## config.mk

```make
export PLATFORM = sky130hd
export DESIGN_NAME = cpu_multicycle
export DESIGN_NICKNAME = d
export VERILOG_FILES = /design/src/rtl/cpu_pkg.sv /design/src/rtl/mc_control_fsm.sv /design/src/rtl/cpu_multicycle.sv
export SDC_FILE = /design/constraint.sdc
export NUM_CORES = 2
export LEC_CHECK = 0
export BUFFER_PORTS_ARGS = -buffer_cell sky130_fd_sc_hd__buf_4
export CAP_MARGIN = 10
export CORE_MARGIN = 4
export CORE_UTILIZATION = 45
export CTS_CLUSTER_SIZE = 40
export DETAILED_ROUTE_END_ITERATION = 10
export PLACE_DENSITY_LB_ADDON = 0.2
export SYNTH_ARGS = -nofsm -noshare
export SYNTH_HDL_FRONTEND = slang
export SYNTH_SLANG_ARGS = --single-unit
export TNS_END_PERCENT = 100
```

## constraint.sdc

```tcl
create_clock -name clk -period 7.1 [get_ports clk]
set_clock_uncertainty 0.2 [all_clocks]
set_input_delay 0.355 -clock clk [delete_from_list [all_inputs] [get_ports clk]]
set_output_delay 0.355 -clock clk [all_outputs]
set_load 0.01 [all_outputs]
```

## src/rtl/cpu_pkg.sv

```systemverilog
// Shared types and constants for the multi-cycle RV32I-subset CPU.
package cpu_pkg;

  localparam int unsigned XLEN   = 32;
  localparam int unsigned REG_AW = 5;

  localparam logic [6:0] OP_LOAD   = 7'b0000011;
  localparam logic [6:0] OP_STORE  = 7'b0100011;
  localparam logic [6:0] OP_R      = 7'b0110011;
  localparam logic [6:0] OP_I      = 7'b0010011;
  localparam logic [6:0] OP_BRANCH = 7'b1100011;
  localparam logic [6:0] OP_JAL    = 7'b1101111;

  localparam logic [2:0] F3_ADD = 3'b000;
  localparam logic [2:0] F3_SLT = 3'b010;
  localparam logic [2:0] F3_XOR = 3'b100;
  localparam logic [2:0] F3_OR  = 3'b110;
  localparam logic [2:0] F3_AND = 3'b111;
  localparam logic [2:0] F3_BEQ = 3'b000;
  localparam logic [2:0] F3_BNE = 3'b001;

  typedef enum logic [3:0] {
    S_FETCH, S_DECODE, S_MEMADR, S_MEMRD, S_MEMWB, S_MEMWR,
    S_EXECR, S_EXECI, S_ALUWB, S_BRANCH, S_JAL, S_TRAP
  } state_t;

  typedef enum logic [2:0] {
    ALU_ADD = 3'b000,
    ALU_SUB = 3'b001,
    ALU_AND = 3'b010,
    ALU_OR  = 3'b011,
    ALU_XOR = 3'b100,
    ALU_SLT = 3'b101
  } alu_ctl_t;

  typedef enum logic [1:0] {IMM_I, IMM_S, IMM_B, IMM_J} imm_sel_t;
  typedef enum logic [1:0] {SRCA_PC, SRCA_OLDPC, SRCA_A} src_a_t;
  typedef enum logic [1:0] {SRCB_FOUR, SRCB_B, SRCB_IMM} src_b_t;
  typedef enum logic [1:0] {WB_ALUOUT, WB_DATA, WB_ALU} wb_sel_t;

  // Per-cycle control word driven by the FSM into the datapath
  typedef struct packed {
    logic     mem_req;
    logic     mem_we;
    logic     addr_aluout;
    logic     ir_we;
    logic     oldpc_we;
    logic     pc_we;
    logic     pc_aluout;
    logic     ab_we;
    logic     aluout_we;
    logic     data_we;
    logic     rf_we;
    wb_sel_t  wb_sel;
    src_a_t   src_a;
    src_b_t   src_b;
    alu_ctl_t alu_ctl;
    imm_sel_t imm_sel;
    logic     retire;
    logic     trap;
  } ctrl_t;

  // Shared ALU; all arithmetic wraps modulo 2^XLEN
  function automatic logic [XLEN-1:0] alu(input alu_ctl_t ctl,
                                          input logic [XLEN-1:0] a,
                                          input logic [XLEN-1:0] b);
    case (ctl)
      ALU_ADD: return a + b;
      ALU_SUB: return a - b;
      ALU_AND: return a & b;
      ALU_OR:  return a | b;
      ALU_XOR: return a ^ b;
      ALU_SLT: return XLEN'($signed(a) < $signed(b));
      default: return '0;
    endcase
  endfunction

endpackage

```

## src/rtl/mc_control_fsm.sv

```systemverilog
// Multi-cycle control: state register, opcode/funct decode and per-state enables.
module mc_control_fsm
  import cpu_pkg::*;
(
  input  logic       clk,
  input  logic       rst,
  input  logic [6:0] opcode,
  input  logic [2:0] funct3,
  input  logic       funct7b5,
  input  logic       a_eq_b,
  input  logic       mem_ready,
  output ctrl_t      ctrl_c
);

  state_t   state, state_nx;
  alu_ctl_t op_ctl;
  logic     op_legal;

  // funct3/funct7 to ALU control for R and I arithmetic
  always_comb begin
    op_ctl   = ALU_ADD;
    op_legal = 1'b1;
    case (funct3)
      F3_ADD:  op_ctl = (funct7b5 && (opcode == OP_R)) ? ALU_SUB : ALU_ADD;
      F3_AND:  op_ctl = ALU_AND;
      F3_OR:   op_ctl = ALU_OR;
      F3_XOR:  op_ctl = ALU_XOR;
      F3_SLT:  op_ctl = ALU_SLT;
      default: op_legal = 1'b0;
    endcase
  end

  // State register
  always_ff @(posedge clk) begin
    if (rst) state <= S_FETCH;
    else     state <= state_nx;
  end

  // Next state and control word
  always_comb begin
    state_nx = state;
    ctrl_c   = '0;
    case (state)
      S_FETCH: begin
        ctrl_c.mem_req = 1'b1;
        if (mem_ready) begin
          ctrl_c.ir_we    = 1'b1;
          ctrl_c.oldpc_we = 1'b1;
          ctrl_c.pc_we    = 1'b1;
          state_nx        = S_DECODE;
        end
      end
      S_DECODE: begin
        ctrl_c.ab_we     = 1'b1;
        ctrl_c.aluout_we = 1'b1;
        ctrl_c.src_a     = SRCA_OLDPC;
        ctrl_c.src_b     = SRCB_IMM;
        if (opcode == OP_JAL) ctrl_c.imm_sel = IMM_J;
        else                  ctrl_c.imm_sel = IMM_B;
        case (opcode)
          OP_LOAD, OP_STORE: state_nx = S_MEMADR;
          OP_R:              state_nx = S_EXECR;
          OP_I:              state_nx = S_EXECI;
          OP_BRANCH:         state_nx = S_BRANCH;
          OP_JAL:            state_nx = S_JAL;
          default:           state_nx = S_TRAP;
        endcase
      end
      S_MEMADR: begin
        ctrl_c.aluout_we = 1'b1;
        ctrl_c.src_a     = SRCA_A;
        ctrl_c.src_b     = SRCB_IMM;
        if (opcode == OP_STORE) begin
          ctrl_c.imm_sel = IMM_S;
          state_nx       = S_MEMWR;
        end else begin
          ctrl_c.imm_sel = IMM_I;
          state_nx       = S_MEMRD;
        end
      end
      S_MEMRD: begin
        ctrl_c.mem_req     = 1'b1;
        ctrl_c.addr_aluout = 1'b1;
        if (mem_ready) begin
          ctrl_c.data_we = 1'b1;
          state_nx       = S_MEMWB;
        end
      end
      S_MEMWB: begin
        ctrl_c.rf_we  = 1'b1;
        ctrl_c.wb_sel = WB_DATA;
        ctrl_c.retire = 1'b1;
        state_nx      = S_FETCH;
      end
      S_MEMWR: begin
        ctrl_c.mem_req     = 1'b1;
        ctrl_c.mem_we      = 1'b1;
        ctrl_c.addr_aluout = 1'b1;
        if (mem_ready) begin
          ctrl_c.retire = 1'b1;
          state_nx      = S_FETCH;
        end
      end
      S_EXECR, S_EXECI: begin
        if (op_legal) begin
          ctrl_c.aluout_we = 1'b1;
          ctrl_c.src_a     = SRCA_A;
          ctrl_c.src_b     = (state == S_EXECR) ? SRCB_B : SRCB_IMM;
          ctrl_c.imm_sel   = IMM_I;
          ctrl_c.alu_ctl   = op_ctl;
          state_nx         = S_ALUWB;
        end else begin
          state_nx = S_TRAP;
        end
      end
      S_ALUWB: begin
        ctrl_c.rf_we  = 1'b1;
        ctrl_c.wb_sel = WB_ALUOUT;
        ctrl_c.retire = 1'b1;
        state_nx      = S_FETCH;
      end
      S_BRANCH: begin
        if (funct3 == F3_BEQ || funct3 == F3_BNE) begin
          ctrl_c.retire    = 1'b1;
          ctrl_c.pc_aluout = 1'b1;
          ctrl_c.pc_we     = (funct3 == F3_BNE) ? !a_eq_b : a_eq_b;
          state_nx         = S_FETCH;
        end else begin
          state_nx = S_TRAP;
        end
      end
      S_JAL: begin
        ctrl_c.rf_we     = 1'b1;
        ctrl_c.wb_sel    = WB_ALU;
        ctrl_c.src_a     = SRCA_OLDPC;
        ctrl_c.src_b     = SRCB_FOUR;
        ctrl_c.pc_we     = 1'b1;
        ctrl_c.pc_aluout = 1'b1;
        ctrl_c.retire    = 1'b1;
        state_nx         = S_FETCH;
      end
      S_TRAP: begin
        ctrl_c.trap = 1'b1;
      end
      default: state_nx = S_FETCH;
    endcase
  end

endmodule

```

## src/rtl/cpu_multicycle.sv

```systemverilog
// Multi-cycle RV32I-subset CPU with a single shared ALU and one valid/ready memory port.
module cpu_multicycle
  import cpu_pkg::*;
#(
  parameter logic [31:0] RESET_PC = 32'h0000_0000,
  parameter int unsigned ADDR_W   = 32,
  parameter int unsigned CNT_W    = 32
) (
  input  logic              clk,
  input  logic              rst,
  output logic              mem_req,
  output logic              mem_we,
  output logic [ADDR_W-1:0] mem_addr,
  output logic [31:0]       mem_wdata,
  input  logic [31:0]       mem_rdata,
  input  logic              mem_ready,
  output logic              halted,
  output logic [CNT_W-1:0]  instret
);

  ctrl_t                   ctrl;
  logic [XLEN-1:0]         pc, oldpc, ir, a, b, aluout, data;
  logic [XLEN-1:0]         rf [0:31];
  logic [XLEN-1:0]         rs1_val, rs2_val, imm, src_a, src_b, alu_y, wb_data;
  logic [REG_AW-1:0]       rs1, rs2, rd;

  assign rs1 = ir[19:15];
  assign rs2 = ir[24:20];
  assign rd  = ir[11:7];

  mc_control_fsm u_fsm (
    .clk       (clk),
    .rst       (rst),
    .opcode    (ir[6:0]),
    .funct3    (ir[14:12]),
    .funct7b5  (ir[30]),
    .a_eq_b    (a == b),
    .mem_ready (mem_ready),
    .ctrl_c    (ctrl)
  );

  // Register file read; x0 is hardwired to zero
  always_comb begin
    rs1_val = (rs1 == '0) ? '0 : rf[rs1];
    rs2_val = (rs2 == '0) ? '0 : rf[rs2];
  end

  // Immediate extension
  always_comb begin
    imm = '0;
    case (ctrl.imm_sel)
      IMM_I:   imm = {{20{ir[31]}}, ir[31:20]};
      IMM_S:   imm = {{20{ir[31]}}, ir[31:25], ir[11:7]};
      IMM_B:   imm = {{19{ir[31]}}, ir[31], ir[7], ir[30:25], ir[11:8], 1'b0};
      IMM_J:   imm = {{11{ir[31]}}, ir[31], ir[19:12], ir[20], ir[30:21], 1'b0};
      default: imm = '0;
    endcase
  end

  // ALU operand selection and the shared ALU
  always_comb begin
    src_a = pc;
    src_b = 32'd4;
    case (ctrl.src_a)
      SRCA_OLDPC: src_a = oldpc;
      SRCA_A:     src_a = a;
      default:    src_a = pc;
    endcase
    case (ctrl.src_b)
      SRCB_B:   src_b = b;
      SRCB_IMM: src_b = imm;
      default:  src_b = 32'd4;
    endcase
    alu_y = alu(ctrl.alu_ctl, src_a, src_b);
  end

  // Write-back source selection
  always_comb begin
    wb_data = aluout;
    case (ctrl.wb_sel)
      WB_DATA: wb_data = data;
      WB_ALU:  wb_data = alu_y;
      default: wb_data = aluout;
    endcase
  end

  // Memory port: request dropped during reset, payload zeroed when idle
  always_comb begin
    mem_req   = ctrl.mem_req & ~rst;
    mem_we    = mem_req & ctrl.mem_we;
    mem_addr  = '0;
    mem_wdata = '0;
    if (mem_req) mem_addr = ctrl.addr_aluout ? ADDR_W'(aluout) : ADDR_W'(pc);
    if (mem_we)  mem_wdata = b;
  end

  // Architectural state with reset: PC, IR, halt flag, retire counter
  always_ff @(posedge clk) begin
    if (rst) begin
      pc      <= RESET_PC;
      ir      <= '0;
      halted  <= 1'b0;
      instret <= '0;
    end else begin
      if (ctrl.pc_we)  pc <= ctrl.pc_aluout ? aluout : alu_y;
      if (ctrl.ir_we)  ir <= mem_rdata;
      if (ctrl.trap)   halted <= 1'b1;
      if (ctrl.retire) instret <= instret + CNT_W'(1);
    end
  end

  // Non-architectural datapath latches between cycles
  always_ff @(posedge clk) begin
    if (ctrl.oldpc_we)  oldpc  <= pc;
    if (ctrl.ab_we) begin
      a <= rs1_val;
      b <= rs2_val;
    end
    if (ctrl.aluout_we) aluout <= alu_y;
    if (ctrl.data_we)   data   <= mem_rdata;
  end

  // Register file write; x0 writes discarded, contents survive reset
  always_ff @(posedge clk) begin
    if (!rst && ctrl.rf_we && (rd != '0)) rf[rd] <= wb_data;
  end

endmodule
```

==> results_dict.tcl <==
set metrics [dict create \
    vias 43050 \
    clockPowerShare 0.262 \
    yosys_warnings 0 \
    start_kind "register" \
    power.switching_fraction 0.3716 \
    dieArea_sq_um 149300 \
    crit_buf_inv 4 \
    grt_max_degree 97 \
    reg2reg_slack_ns 0.45 \
    hold_start "mem_rdata[20]" \
    pwr-share-comb 0.359 \
    fmax_mhz 150.3 \
    fin_nets 4671 \
    timing.final.hold_violations 0 \
    grt.total_usage 0.2903 \
    avgSynthCellArea_sq_um 14.80 \
    numCtsBuffers 141 \
    clock-sinks 1285 \
    synth_edf_count 1184 \
    netlist_area_sq_um 64420 \
    min_period_ns 6.653 \
    fin_total_pwr_uw 28140 \
    hold_path_depth 2 \
    gp_congestion 0.9359 \
    r2r-end "rf[15][26]$_DFFE_PP_" \
    async_flop_share 0 \
    cp_max_fo 32 \
    yosysTopAreaCell "edfxtp_1" \
    seq_power_share 0.379 \
    setup_ws_ns 0.4474 \
    drt-vias-per-instance 6.582 \
    timing.slew.headroom 0.1355 \
    core_sq_um 141900 \
    multi_input_area_sq_um 25520 \
    post_cts_buffers 0 \
    fillers 11830 \
    grt_pass1_wl_mm 308.7 \
    netSwitchingPower_uw 10460 \
    seqCellArea_sq_um 37610 \
    die_h_um 386.4 \
    start_util 0.4539 \
    setup_viol 0 \
    synth-main-ff-cell "edfxtp_1" \
    min_to "data[20]$_DFFE_PP_" \
    required_ns 7.37 \
    place_ws_ns 0.3236 \
    area_delta_synth_final_pct 13.63 \
    slowest_stage "o31ai_1" \
    antenna_found_initial 8 \
    overflow 0 \
    end_kind "register" \
    drive_gt1_frac 0.2520 \
    max_slew.worst_pin.slew_ns 1.294 \
    cts_root_buffer "clkbuf_16" \
    yosysTopAreaCellShare 0.5519 \
    mostFrequentLayoutCells "1,184 x edfxtp_1, 472 x mux4_2, 321 x nand2_1" \
    ys_seq_area_frac 0.5833 \
    ios 134 \
    cp_cell_sequence "and3b_1 > and2_1 > nor3b_1 > or3_1 > inv_1 > ha_1 > inv_1 > o31ai_1 > nor2b_1 > ha_1 > inv_1 > fa_1 > nor2b_1 > o211ai_1 > a211oi_2 > o31ai_1 > nand2_1 > a31oi_1 > o22ai_1 > o21ai_1 > nand2_1 > a21o_1 > buf_4" \
    portBuffers 133 \
    vdd_drop_max_uv 258.0 \
    cp_slowest_stage_delay_ns 0.61 \
    ys_ff_latch 1285 \
    reg2regPathDepth 23 \
    synth_cell_type_count 104 \
    p_leak_uw 0.02359 \
    dpl.cell_count 6240 \
    p_per_area_nw_per_um2 384.4 \
    initialDrtViolationCount 5869 \
    wl_per_cell_um 33.33 \
    period_share 0.9370 \
    syn-instance-count 4354 \
    rows 138 \
    rsz0062_at_grt "false" \
    arrival_ns 6.92 \
    clk_latency_ns 0.79 \
    max-cap-violations 0 \
    finalNonFillerCells 6541 \
    die_x_um 386.4 \
    finalWirelength_mm 218.0 \
    drt_first_pass_iters 6 \
    holdWs_ns 0.1072 \
    drt.antenna.violating_nets 0 \
    clockBufferDepth 3 \
    drc_errors 0 \
    htreeDepth 4 \
    worst_hold_path_type "input port to register" \
    cp_top_family "compound AO/OA/AOI/OAI gates" \
    path_class "register to register" \
    timing.setup.tns_ns 0 \
    cts_tree "yes" \
    slew_violations 0 \
    synth_area_leaders "edfxtp_1 55%, mux4_2 17%, dfxtp_1 3.1%, mux2i_1 2.9%, ha_1 2.0%" \
    timing.critical_path.mode_cell "inv_1" \
    p_int_uw 17680 \
    place_hpwl_mm 135.4 \
    reg2reg_from "u_fsm.state[1]$_SDFFE_PP0P_" \
    final_common_cell "edfxtp_1" \
    status "finished clean" \
    clkTransAtPathRegs_ns 0.06 \
    grt_pass1_vias 42400 \
]
cell type report:
class / instances / area share
diodes: 5 / 0.0001709
clock buffers: 170 / 0.05085
clock inverters: 89 / 0.01207
inverters: 121 / 0.006273
multi-input cells: 2652 / 0.3486
flip-flops and latches: 1285 / 0.5139
well taps: 1890 / 0.03231
repair buffers: 329 / 0.03590
power groups by stage:
stage	sequential [uW]	combinational (uW)	clock (uW)
after floorplan	10400	6390	0
after global placement	10800	9810	0
after detailed placement	10800	9850	0
after CTS	10600	9890	7470
after global routing	10700	10800	7790
final	10700	10100	7380
routing by layer:
| layer | part of all wire | track usage |
|---|---|---|
| met2 | 0.47 | 0.4624 |
| met5 | 0 | 0 |
| met4 | 0.042 | 0.1126 |
| met1 | 0.39 | 0.3947 |
| met3 | 0.098 | 0.05877 |
cell usage after synthesis, drive strengths merged (5+ instances only):
cell,number
a211o,17
or3,27
a21oi,193
a211oi,63
a22o,14
nor2,247
o21a,12
nand3b,9
mux4,472
nor3,36
nor2b,27
o221ai,50
mux2,63
and3,12
o311ai,5
nor4,16
a31oi,21
buf,93
o22ai,63
edfxtp,1184
xor2,53
a21o,31
or2,20
o2111ai,5
a221o,12
a2111oi,7
xnor2,12
nand4,12
clkbuf,233
nand2b,50
a22oi,68
dfxtp,101
o21ai,126
o31ai,11
inv,120
mux2i,185
o211ai,44
o21bai,12
ha,104
nand2,324
nand3,36
a221oi,53
and2,46
worst max path at each step:
stage,cells after the start,end,startpoint,slack (ns)
6_report,23,rf[15][26]$_DFFE_PP_,u_fsm.state[1]$_SDFFE_PP0P_,0.45
5_1_grt,18,rf[21][31]$_DFFE_PP_,u_fsm.state[1]$_SDFFE_PP0P_,0.14
4_1_cts,20,rf[22][17]$_DFFE_PP_,u_fsm.state[1]$_SDFFE_PP0P_,0.27
3_5_place_dp,20,rf[29][17]$_DFFE_PP_,u_fsm.state[1]$_SDFFE_PP0P_,0.32
3_3_place_gp,20,rf[28][17]$_DFFE_PP_,u_fsm.state[1]$_SDFFE_PP0P_,0.49
2_1_floorplan,26,rf[0][30]$_DFFE_PP_,u_fsm.state[3]$_SDFFE_PP0P_,0.35
through the flow:
stage / util / area (sq um)
after CTS: 0.5152 / 73120
after global routing: 0.5156 / 73190
final: 0.5157 / 73200
after floorplan: - / 64540
after global placement: 0.4803 / 68170
after detailed placement: 0.4803 / 68170
state kept, by name, indices dropped and copies added (netlist names):
signal / count
a: 32
aluout: 32
b: 32
data: 32
halted: 1
instret: 32
ir: 32
oldpc: 32
pc: 32
rf: 1024
u_fsm.state: 4
logic make-up (layout without fill, tap and decap cells):
group / after synthesis / in the layout / synth area share
flip-flops: 1285 / 1285 / 0.5833
AND/OR/NAND/NOR: 884 / 884 / 0.06382
AO/OA/AOI/OAI: 845 / 845 / 0.08977
multiplexers: 720 / 720 / 0.2048
buffers and inverters: 448 / 709 / 0.02861
adder cells (fa/ha/maj): 106 / 106 / 0.02082
XOR/XNOR: 65 / 65 / 0.008837
other: 1 / 37 / 0.00005821
what timing repair did:
item | CTS | global route
resized for setup | 0 | 4
hold buffers | 34 | 0
hold endpoints to repair | 91 | 0
endpoints found under the setup margin | 0 | 128
No activity file was read; power rests on OpenSTA's default activity.
